<file path="config.mk">
export PLATFORM = sky130hd
export DESIGN_NAME = butterfly_mem_arbiter
export DESIGN_NICKNAME = d
export VERILOG_FILES = /design/src/rtl/butterfly_mem_arbiter.sv
export SDC_FILE = /design/constraint.sdc
export NUM_CORES = 1
export LEC_CHECK = 0
export CORE_AREA = 8 8 100 102
export DETAILED_ROUTE_END_ITERATION = 7
export DIE_AREA = 0 0 108 110
export GPL_ROUTABILITY_DRIVEN = 0
export PLACE_DENSITY = 0.86
export SYNTH_ARGS = -nofsm -noshare
export SYNTH_HDL_FRONTEND = slang
export SYNTH_SLANG_ARGS = --single-unit
</file>
<file path="constraint.sdc">
create_clock -name clk_i -period 1.75 [get_ports clk_i]
set_input_delay 0.35 -clock clk_i [delete_from_list [all_inputs] [get_ports clk_i]]
set_output_delay 0.35 -clock clk_i [all_outputs]
set_load 0.005 [all_outputs]
</file>
<file path="src/rtl/butterfly_mem_arbiter.sv">
// rtl/butterfly_mem_arbiter.sv - IF/LSU arbiter onto one unified memory port
// LSU has fixed priority; a starvation counter forces an IF grant after MAX_LSU_BURST LSU wins.
module butterfly_mem_arbiter #(
  parameter int MAX_LSU_BURST = 4
) (
  input  logic        clk_i,
  input  logic        rst_n_i,
  input  logic        if_valid_i,
  input  logic [31:0] if_addr_i,
  output logic        if_ready_o,
  output logic [31:0] if_rdata_o,
  input  logic        lsu_valid_i,
  input  logic        lsu_we_i,
  input  logic [31:0] lsu_addr_i,
  input  logic [31:0] lsu_wdata_i,
  input  logic [3:0]  lsu_wstrb_i,
  output logic        lsu_ready_o,
  output logic [31:0] lsu_rdata_o,
  output logic        mem_valid_o,
  output logic        mem_we_o,
  output logic [31:0] mem_addr_o,
  output logic [31:0] mem_wdata_o,
  output logic [3:0]  mem_wstrb_o,
  input  logic [31:0] mem_rdata_i,
  input  logic        mem_ready_i
);

  typedef enum logic [1:0] {
    IDLE    = 2'd0,
    GNT_IF  = 2'd1,
    GNT_LSU = 2'd2
  } state_t;

  localparam logic [3:0] LP_MAX_BURST = 4'(MAX_LSU_BURST);

  state_t     r_state;
  state_t     w_state_nxt;
  logic [3:0] r_starve_cnt;
  logic [3:0] w_starve_cnt_nxt;
  logic       w_gnt_if;
  logic       w_gnt_lsu;
  logic       w_lsu_wins;

  always_ff @(posedge clk_i or negedge rst_n_i) begin
    if (!rst_n_i) begin
      r_state      <= IDLE;
      r_starve_cnt <= 4'd0;
    end else begin
      r_state      <= w_state_nxt;
      r_starve_cnt <= w_starve_cnt_nxt;
    end
  end

  // LSU only loses a contested decision once the counter has reached the burst limit.
  assign w_lsu_wins = lsu_valid_i && (!if_valid_i || (r_starve_cnt < LP_MAX_BURST));

  always_comb begin
    w_state_nxt      = r_state;
    w_starve_cnt_nxt = r_starve_cnt;
    case (r_state)
      IDLE: begin
        if (w_lsu_wins) begin
          w_state_nxt = GNT_LSU;
          // A contested LSU win implies cnt < max, so the increment saturates at max.
          w_starve_cnt_nxt = if_valid_i ? (r_starve_cnt + 4'd1) : 4'd0;
        end else if (if_valid_i) begin
          w_state_nxt      = GNT_IF;
          w_starve_cnt_nxt = 4'd0;
        end else begin
          w_starve_cnt_nxt = 4'd0;
        end
      end
      GNT_IF, GNT_LSU: begin
        if (mem_ready_i) begin
          w_state_nxt = IDLE;
        end
      end
      default: begin
        w_state_nxt = IDLE;
      end
    endcase
  end

  assign w_gnt_if  = (r_state == GNT_IF);
  assign w_gnt_lsu = (r_state == GNT_LSU);

  // Payload is muxed straight from the owner; requesters hold it stable until ready.
  assign mem_valid_o = w_gnt_if || w_gnt_lsu;
  assign mem_we_o    = w_gnt_lsu && lsu_we_i;
  assign mem_addr_o  = w_gnt_if ? if_addr_i : (w_gnt_lsu ? lsu_addr_i : 32'd0);
  assign mem_wdata_o = w_gnt_lsu ? lsu_wdata_i : 32'd0;
  assign mem_wstrb_o = (w_gnt_lsu && lsu_we_i) ? lsu_wstrb_i : 4'b0000;

  assign if_ready_o  = w_gnt_if && mem_ready_i;
  assign if_rdata_o  = (w_gnt_if && mem_ready_i) ? mem_rdata_i : 32'd0;
  assign lsu_ready_o = w_gnt_lsu && mem_ready_i;
  assign lsu_rdata_o = (w_gnt_lsu && mem_ready_i) ? mem_rdata_i : 32'd0;

endmodule

</file>
After elaboration in Yosys (flattened, before gate mapping)
Index checks and enable logic that the tools add are counted.

storage, ports and cells
  input port bits = 138
  register bits = 6
  output and inout bits = 136
  word-level logic and storage cells = 30

operators by class
  reductions and logical operators = 10
  equal/unequal tests = 4
  add/subtract/negate cells = 1
  mux-type cells = 12
  $lt $le $gt $ge = 1

operators with widths
  cell                                                  count
  two-way mux 32 bit                                    5
  two-way mux 4 bit                                     3
  two-way mux 2 bit                                     3
  adder 4 x 1 -> 4 bit (second input constant)          1
  logical AND 1 bit                                     4
  < comparator 4 x 3 -> 1 bit (second input constant)   1
  case mux 2 bit (2 select lines)                       1
  != test 3 bit (second input constant)                 1
  equality test 2 x 1 -> 1 bit (second input constant)  1
  equality test 2 bit (second input constant)           1
  logical NOT 2 bit                                     1
  logical OR 1 bit                                      2
  != test 2 bit (second input constant)                 1
  AND reduction 2 bit                                   1
  OR reduction 2 bit                                    1
  logical NOT 1 bit                                     1

Logic depth before layout (Yosys ltp)
Gate-level depths: netlist of the first run.

  depth after elaboration = 5
  mapped depth = 6
  gate-level depth less buffers = 5

Worst setup path after synthesis of the first run
OpenSTA, ideal clock, no wires.

  path type = register to output
  start point = reg r_state[0]
  end point = out lsu_rdata_o[27]
  stages on the path, launching flop included = 6
  slack = 0.303 ns
  data arrival time = 1.097 ns
  required time = 1.400 ns
  path buffers = 2
  path through = dfrtp_1 -> inv_1 -> ha_1 -> buf_4 -> buf_4 -> and3_1

between the ends
  word-level cells in the longest chain between the ends = 3

ends and longest elaborated chain
  item                    line  source
  start, declared         36    state_t r_state;
  start signal, assigned  49    r_state <= w_state_nxt;
  equality test 2 bit     85    assign w_gnt_lsu = (r_state == GNT_LSU);
  logical AND 1 bit       97    assign lsu_rdata_o = (w_gnt_lsu && mem_ready_i) ? mem_rdata_i : 32'd0;
  two-way mux 32 bit      97
  end, declared           18    output logic [31:0] lsu_rdata_o,

Every way passes these cells.

Worst setup path after layout of the first run
  start point = reg r_state[1]
  end point = out mem_wstrb_o[0]

between the ends
  word-level cells in the longest chain between the ends = 3

ends and longest elaborated chain
  item                 line  source
  equality test 2 bit  85
  logical AND 1 bit    92    assign mem_wstrb_o = (w_gnt_lsu && lsu_we_i) ? lsu_wstrb_i : 4'b0000;
  two-way mux 4 bit    92
  end, declared        23    output logic [3:0] mem_wstrb_o,

Every way passes these cells.

==> flow_summary.ini, run 1 <==
[grt]
first_pass_grt_wire_length_microns = 19790
number_of_global_route_vias_before_repair = 3425
grt_usage = 0.2137
global_route.overflow_total = 0
grt_max_degree = 35
number_of_antenna_violations_at_the_first_check_in_global_routing = 0

[floorplanning]
fp-row-count = 34
i_o_pins = 274
die-height_microns = 110
die-area_sq_um = 11880
starting_density_of_the_core = 0.1988
core_region_area_sq_um = 8466
die_width_microns = 108

[setup_path]
worst-setup-path-type = reg -> out
critPathTopFamily = buffers and inverters
reg2reg_to = r_state[0]
critical_path.reg2reg.startpoint = r_state[1]
ff2ff_setup_slack_ns = 0.22
critPathCaptureType = output pin
ff2ff_path_depth = 6
critical-path-slowest-cell = dfrtp_1
timing.critical_path.cells = buf_6, ha_4, buf_8, buf_12, buf_16, and3_4, buf_6
timing.critical_path.fanout_max = 6
critical_path_buf_inv_count = 5
critPathRequiredTime_ns = 1.40
worstPathArrival_ns = 1.62
critPathLaunchType = register
worst-path-stages = 7
crit_top_cell = buf_6
crit_path_max_cell_delay_ns = 0.41

[clock_tree]
clk_pin_slew_worst_paths_ns = 0.04
cts-htree-levels = 1
cts-root-buf = clkbuf_8
clk-insertion-delay-late_ns = 0.23
cts-root-to-sink-buffers = 2
cts_made_buffers = 3
clock_tree_from_tritoncts = done
clkSinkCount = 6

[min_path]
holdCritPathClass = in -> async

[sta]
worst_slew_pin_slew_ns = 0.2915
setup_repair_after_global_routing_missed_its_margin = yes
final.setup.worst_slack_ns = -0.2172
slew_viol_final = 0
fin_crit_ns = 1.967
max-slew-margin-rel = 0.8051
final_hold_viol_count = 0
max_freq_ghz = 0.5083
period_share = 1.124
fin_worst_skew_ns = 0.003323
finalSetupViolCount = 133

[synth]
post_synthesis_instance_area_sq_um = 1683
syn_area_per_cell_sq_um = 6.523
syn_inst = 258
synth.ff_latch_count = 6
synth_nets = 400
number_of_library_cell_types_mapped_by_synthesis = 25
seq_area_frac_synth = 0.08922
post-synth-top-area-fraction = 0.2528
synth_top_cell_by_area = and3_1
cells_taking_the_most_area_after_synthesis = and3_1 (25%), o21ai_2 (14%), and2_1 (13%), nand2_1 (13%), dfrtp_1 (8.9%)
synth_warnings = 0

[drt]
num_vias = 3125
drtPass1Iterations = 4
post_detailed_route_via_to_cell_ratio = 4.678
detail_route.wl_per_cell_microns = 21.41
total_length_of_routed_wires_microns = 14300
antenna_left = 0
initialDrtViolationCount = 95
remaining_drc_errors = 0

[run_status]
status = complete, but fails checks
failing_checks = negative setup slack

[placement]
numPortBuffers = 273
dp_hpwl_microns = 8742
placement.cell_area_sq_um = 4518

[power_and_ir_drop]
power_per_cell_area_nw_per_um2 = 1102
total_leakage_power_nw = 2.725
ir_worst_vdd_uv = 666.0

[job]
cap_violations = 0

[cells_and_area]
layout-area-overhead-vs-synth_pct = 248.7
layout-drive-gt1-share = 0.6393
multiInputGateArea_sq_um = 1886
area.sequential_sq_um = 150.1
layout.cell_area.non_filler_sq_um = 5868
n_fill_cell = 631
utilization = 0.6932
antenna_cells_inserted = 0
nNetsFinal = 704
repair_timing:
item / 4_1_cts / 5_1_grt
setup buffers: 21 / 1
cloned: 21 / 0
pin swaps: 48 / 9
gates resized for setup: 746 / 70
hold buffers: 0 / 0
endpoints found under the setup margin: 136 / 136
through the flow:
| stage | TNS (ns) | setup slack, ns | total power, mW | std cells | hold WS [ns] |
|---|---|---|---|---|---|
| 2_1_floorplan | 0 | 0.3029 | 1.779 | 258 | 0.05441 |
| 3_3_place_gp | -37.14 | -0.3925 | 3.763 | 624 | 0.4755 |
| 3_5_place_dp | -39.56 | -0.4041 | 3.829 | 624 | 0.4809 |
| 4_1_cts | -17.28 | -0.2269 | 6.282 | 669 | 0.3826 |
| 5_1_grt | -22.06 | -0.2851 | 6.808 | 668 | 0.3911 |
| 6_report | -17.97 | -0.2172 | 6.464 | 668 | 0.3715 |
flip-flops by register name, summed over array words and instances (netlist names):
signal        count
r_state           2
r_starve_cnt      4
synth_stat cells, drive strengths merged:
cell,n
inv,4
a21oi,2
ha,4
nand2,68
and2,35
nor2b,1
buf,17
and3,68
o2bb2ai,2
o21ai,35
a32o,1
dfrtp,6
nand2b,2
nor3b,1
clkbuf,11
nor2,1
cell type report:
type	instances	area share
Timing Repair Buffer	327	0.6205
Multi-Input combinational cell	220	0.3213
Sequential cell	6	0.02559
Tap cell	108	0.02303
Clock buffer	3	0.007036
Inverter	4	0.002559
power by group:
group | switching, mW | total [mW] | internal [mW]
Sequential | 0.0358 | 0.214 | 0.178
Combinational | 2.36 | 6.03 | 3.67
Clock | 0.0677 | 0.216 | 0.149
cell families after synthesis:
kind of cell,count (synthesis),share of synthesized area
AOI/OAI and AO/OA,40,0.1844
DFF,6,0.08922
and+or+nand+nor,176,0.5718
adders and majority gates,4,0.02974
buffers and inverters,32,0.1249
worst max path at each step:
stage | startpoint | endpoint | slack [ns]
CTS | r_state[0] | if_rdata_o[26] | -0.23
detailed placement | mem_ready_i | if_rdata_o[4] | -0.40
global route | r_state[1] | mem_addr_o[24] | -0.29
finish | r_state[1] | mem_wstrb_o[0] | -0.22
floorplan | r_state[0] | lsu_rdata_o[27] | 0.30
global placement | mem_ready_i | if_rdata_o[4] | -0.39
layer usage:
layer  part of all wire  GRT usage
met3              0.083    0.06570
met2               0.57     0.4303
met4              0.010    0.04063
met1               0.34     0.2081
met5                  0          0
placed cells by master, fill, tap and decap left out, types with 9 or more instances in the layout:
cell             netlist  layout
nand2_4                0      14
buf_2                  8      43
nand2_2               11      26
clkdlybuf4s50_1        0     136
nand2_1               57      28
buf_12                 1      14
buf_16                 0      18
o21ai_2               26      29
and3_1                68       9
buf_6                  1     101
and3_4                 0      59
and2_4                 0      31
(Power assumes the default switching activity.)
==> run 2: changes to the inputs <==
--- a/config.mk
+++ b/config.mk
@@ -9,6 +9,7 @@
 export DETAILED_ROUTE_END_ITERATION = 7
 export DIE_AREA = 0 0 108 110
 export GPL_ROUTABILITY_DRIVEN = 0
+export MAX_ROUTING_LAYER = met4
 export PLACE_DENSITY = 0.86
 export SYNTH_ARGS = -nofsm -noshare
 export SYNTH_HDL_FRONTEND = slang
==> flow_summary.ini, run 2 (synthesis gave the netlist of run 1 again) <==
[run_status]
status = complete, but fails checks
failing_checks = negative setup slack

[min_path]
holdCritPathClass = in -> async

[drt]
post_detailed_route_via_to_cell_ratio = 4.701
total_length_of_routed_wires_microns = 14280
remaining_drc_errors = 0
num_vias = 3140
antenna_left = 0
detail_route.wl_per_cell_microns = 21.38
drtPass1Iterations = 4
initialDrtViolationCount = 113

[sta]
fin_worst_skew_ns = 0.003171
slew_viol_final = 0
max_freq_ghz = 0.5092
final_hold_viol_count = 0
final.hold.worst_slack_ns = 0.3755
setup_repair_after_global_routing_missed_its_margin = yes
worst_slew_pin_slew_ns = 0.2955
fin_crit_ns = 1.964
max-slew-margin-rel = 0.8024
final.setup.worst_slack_ns = -0.2137
finalSetupViolCount = 133
period_share = 1.122

[setup_path]
worstPathArrival_ns = 1.61
timing.critical_path.cells = buf_6, ha_4, buf_8, buf_12, buf_16, and3_4, buf_6
ff2ff_path_depth = 6
critPathCaptureType = output pin
ff2ff_setup_slack_ns = 0.24
critPathRequiredTime_ns = 1.40
critPathTopFamily = buffers and inverters
reg2reg_to = r_state[0]
critical_path_buf_inv_count = 5
critical-path-slowest-cell = dfrtp_1
critPathLaunchType = register
crit_path_max_cell_delay_ns = 0.40
crit_top_cell = buf_6
critical_path.reg2reg.startpoint = r_state[0]
worst-setup-path-type = reg -> out
timing.critical_path.fanout_max = 6

[clock_tree]
cts-root-to-sink-buffers = 2
cts_made_buffers = 3
clock_tree_from_tritoncts = done
cts-root-buf = clkbuf_8
cts-htree-levels = 1
clk-insertion-delay-late_ns = 0.23
clk_pin_slew_worst_paths_ns = 0.04
clkSinkCount = 6
cts.hold.buffers_added = 0

[floorplanning]
die-area_sq_um = 11880
starting_density_of_the_core = 0.1988
core_region_area_sq_um = 8466
die-height_microns = 110
die_width_microns = 108
i_o_pins = 274
fp-row-count = 34

[cells_and_area]
layout-area-overhead-vs-synth_pct = 248.0
nNetsFinal = 704
layout.cell_area.non_filler_sq_um = 5857
antenna_cells_inserted = 0
n_fill_cell = 630
layout.cells.most_common = clkdlybuf4s50_1
max_flop_register = r_starve_cnt
layout-drive-gt1-share = 0.6375
largest_registers_ranked_by_flip_flop_count = r_starve_cnt: 4 flops, r_state: 2 flops
largest_reg_flops = 4
final_cell_mix = clkdlybuf4s50_1 (136), buf_6 (100), and3_4 (58)

[grt]
number_of_antenna_violations_at_the_first_check_in_global_routing = 0
first_pass_grt_wire_length_microns = 19730
grt_max_degree = 35
global_route.overflow_total = 0
number_of_global_route_vias_before_repair = 3440
grt_usage = 0.2203

[power_and_ir_drop]
ir_worst_vdd_uv = 667.0
power_per_cell_area_nw_per_um2 = 1102
total_leakage_power_nw = 2.726

[job]
cap_violations = 0

[placement]
numPortBuffers = 273
dp_hpwl_microns = 8742
placement.cell_area_sq_um = 4518
run 2: layout make-up:
cell class | count | area (sq um) | share of cell area
repair buffers | 327 | 3635 | 0.6206
well taps | 108 | 135.1 | 0.02307
inverters | 4 | 15.01 | 0.002564
clock buffers | 3 | 41.29 | 0.007050
multi-input cells | 220 | 1881 | 0.3211
flip-flops and latches | 6 | 150.1 | 0.02564
run 2: worst max-delay path by stage:
stage	from	to	slack, ns	depth (start not counted)
4_1_cts	r_state[0]	if_rdata_o[26]	-0.23	6
5_1_grt	r_state[1]	mem_addr_o[24]	-0.29	8
3_3_place_gp	mem_ready_i	if_rdata_o[4]	-0.39	4
6_report	r_state[1]	mem_wstrb_o[0]	-0.21	7
2_1_floorplan	r_state[0]	lsu_rdata_o[27]	0.30	5
3_5_place_dp	mem_ready_i	if_rdata_o[4]	-0.40	4
run 2: metrics by stage:
| stage | util | total power, mW | std cells | setup TNS, ns | setup slack [ns] |
|---|---|---|---|---|---|
| 2_1_floorplan | - | 1.779 | 258 | 0 | 0.3029 |
| 3_3_place_gp | 0.5337 | 3.763 | 624 | -37.14 | -0.3925 |
| 3_5_place_dp | 0.5337 | 3.829 | 624 | -39.56 | -0.4041 |
| 4_1_cts | 0.6651 | 6.282 | 669 | -17.28 | -0.2269 |
| 5_1_grt | 0.6918 | 6.797 | 668 | -22.05 | -0.2851 |
| 6_report | 0.6918 | 6.456 | 668 | -17.65 | -0.2137 |
run 2: power by group:
part           switching [mW]  internal (mW)  total, mW
clock network          0.0657          0.148      0.214
registers              0.0355          0.178      0.214
logic                    2.36           3.67       6.03
total                    2.46           4.00       6.46
run 2: layer usage:
metal  vias to the layer above  global-route usage  part of all wire
met4                         0             0.04063            0.0092
met1                      1498              0.2225              0.36
met3                        12             0.04128             0.060
met2                       138              0.4307              0.57
met5                         -                   -                 0
li1                       1492                   -                 -
run 2: repair_timing:
item / CTS / global route
setup endpoints to repair: 136 / 136
pin swaps: 48 / 9
gates resized for setup: 746 / 68
setup buffers: 21 / 1
gates cloned: 21 / 0
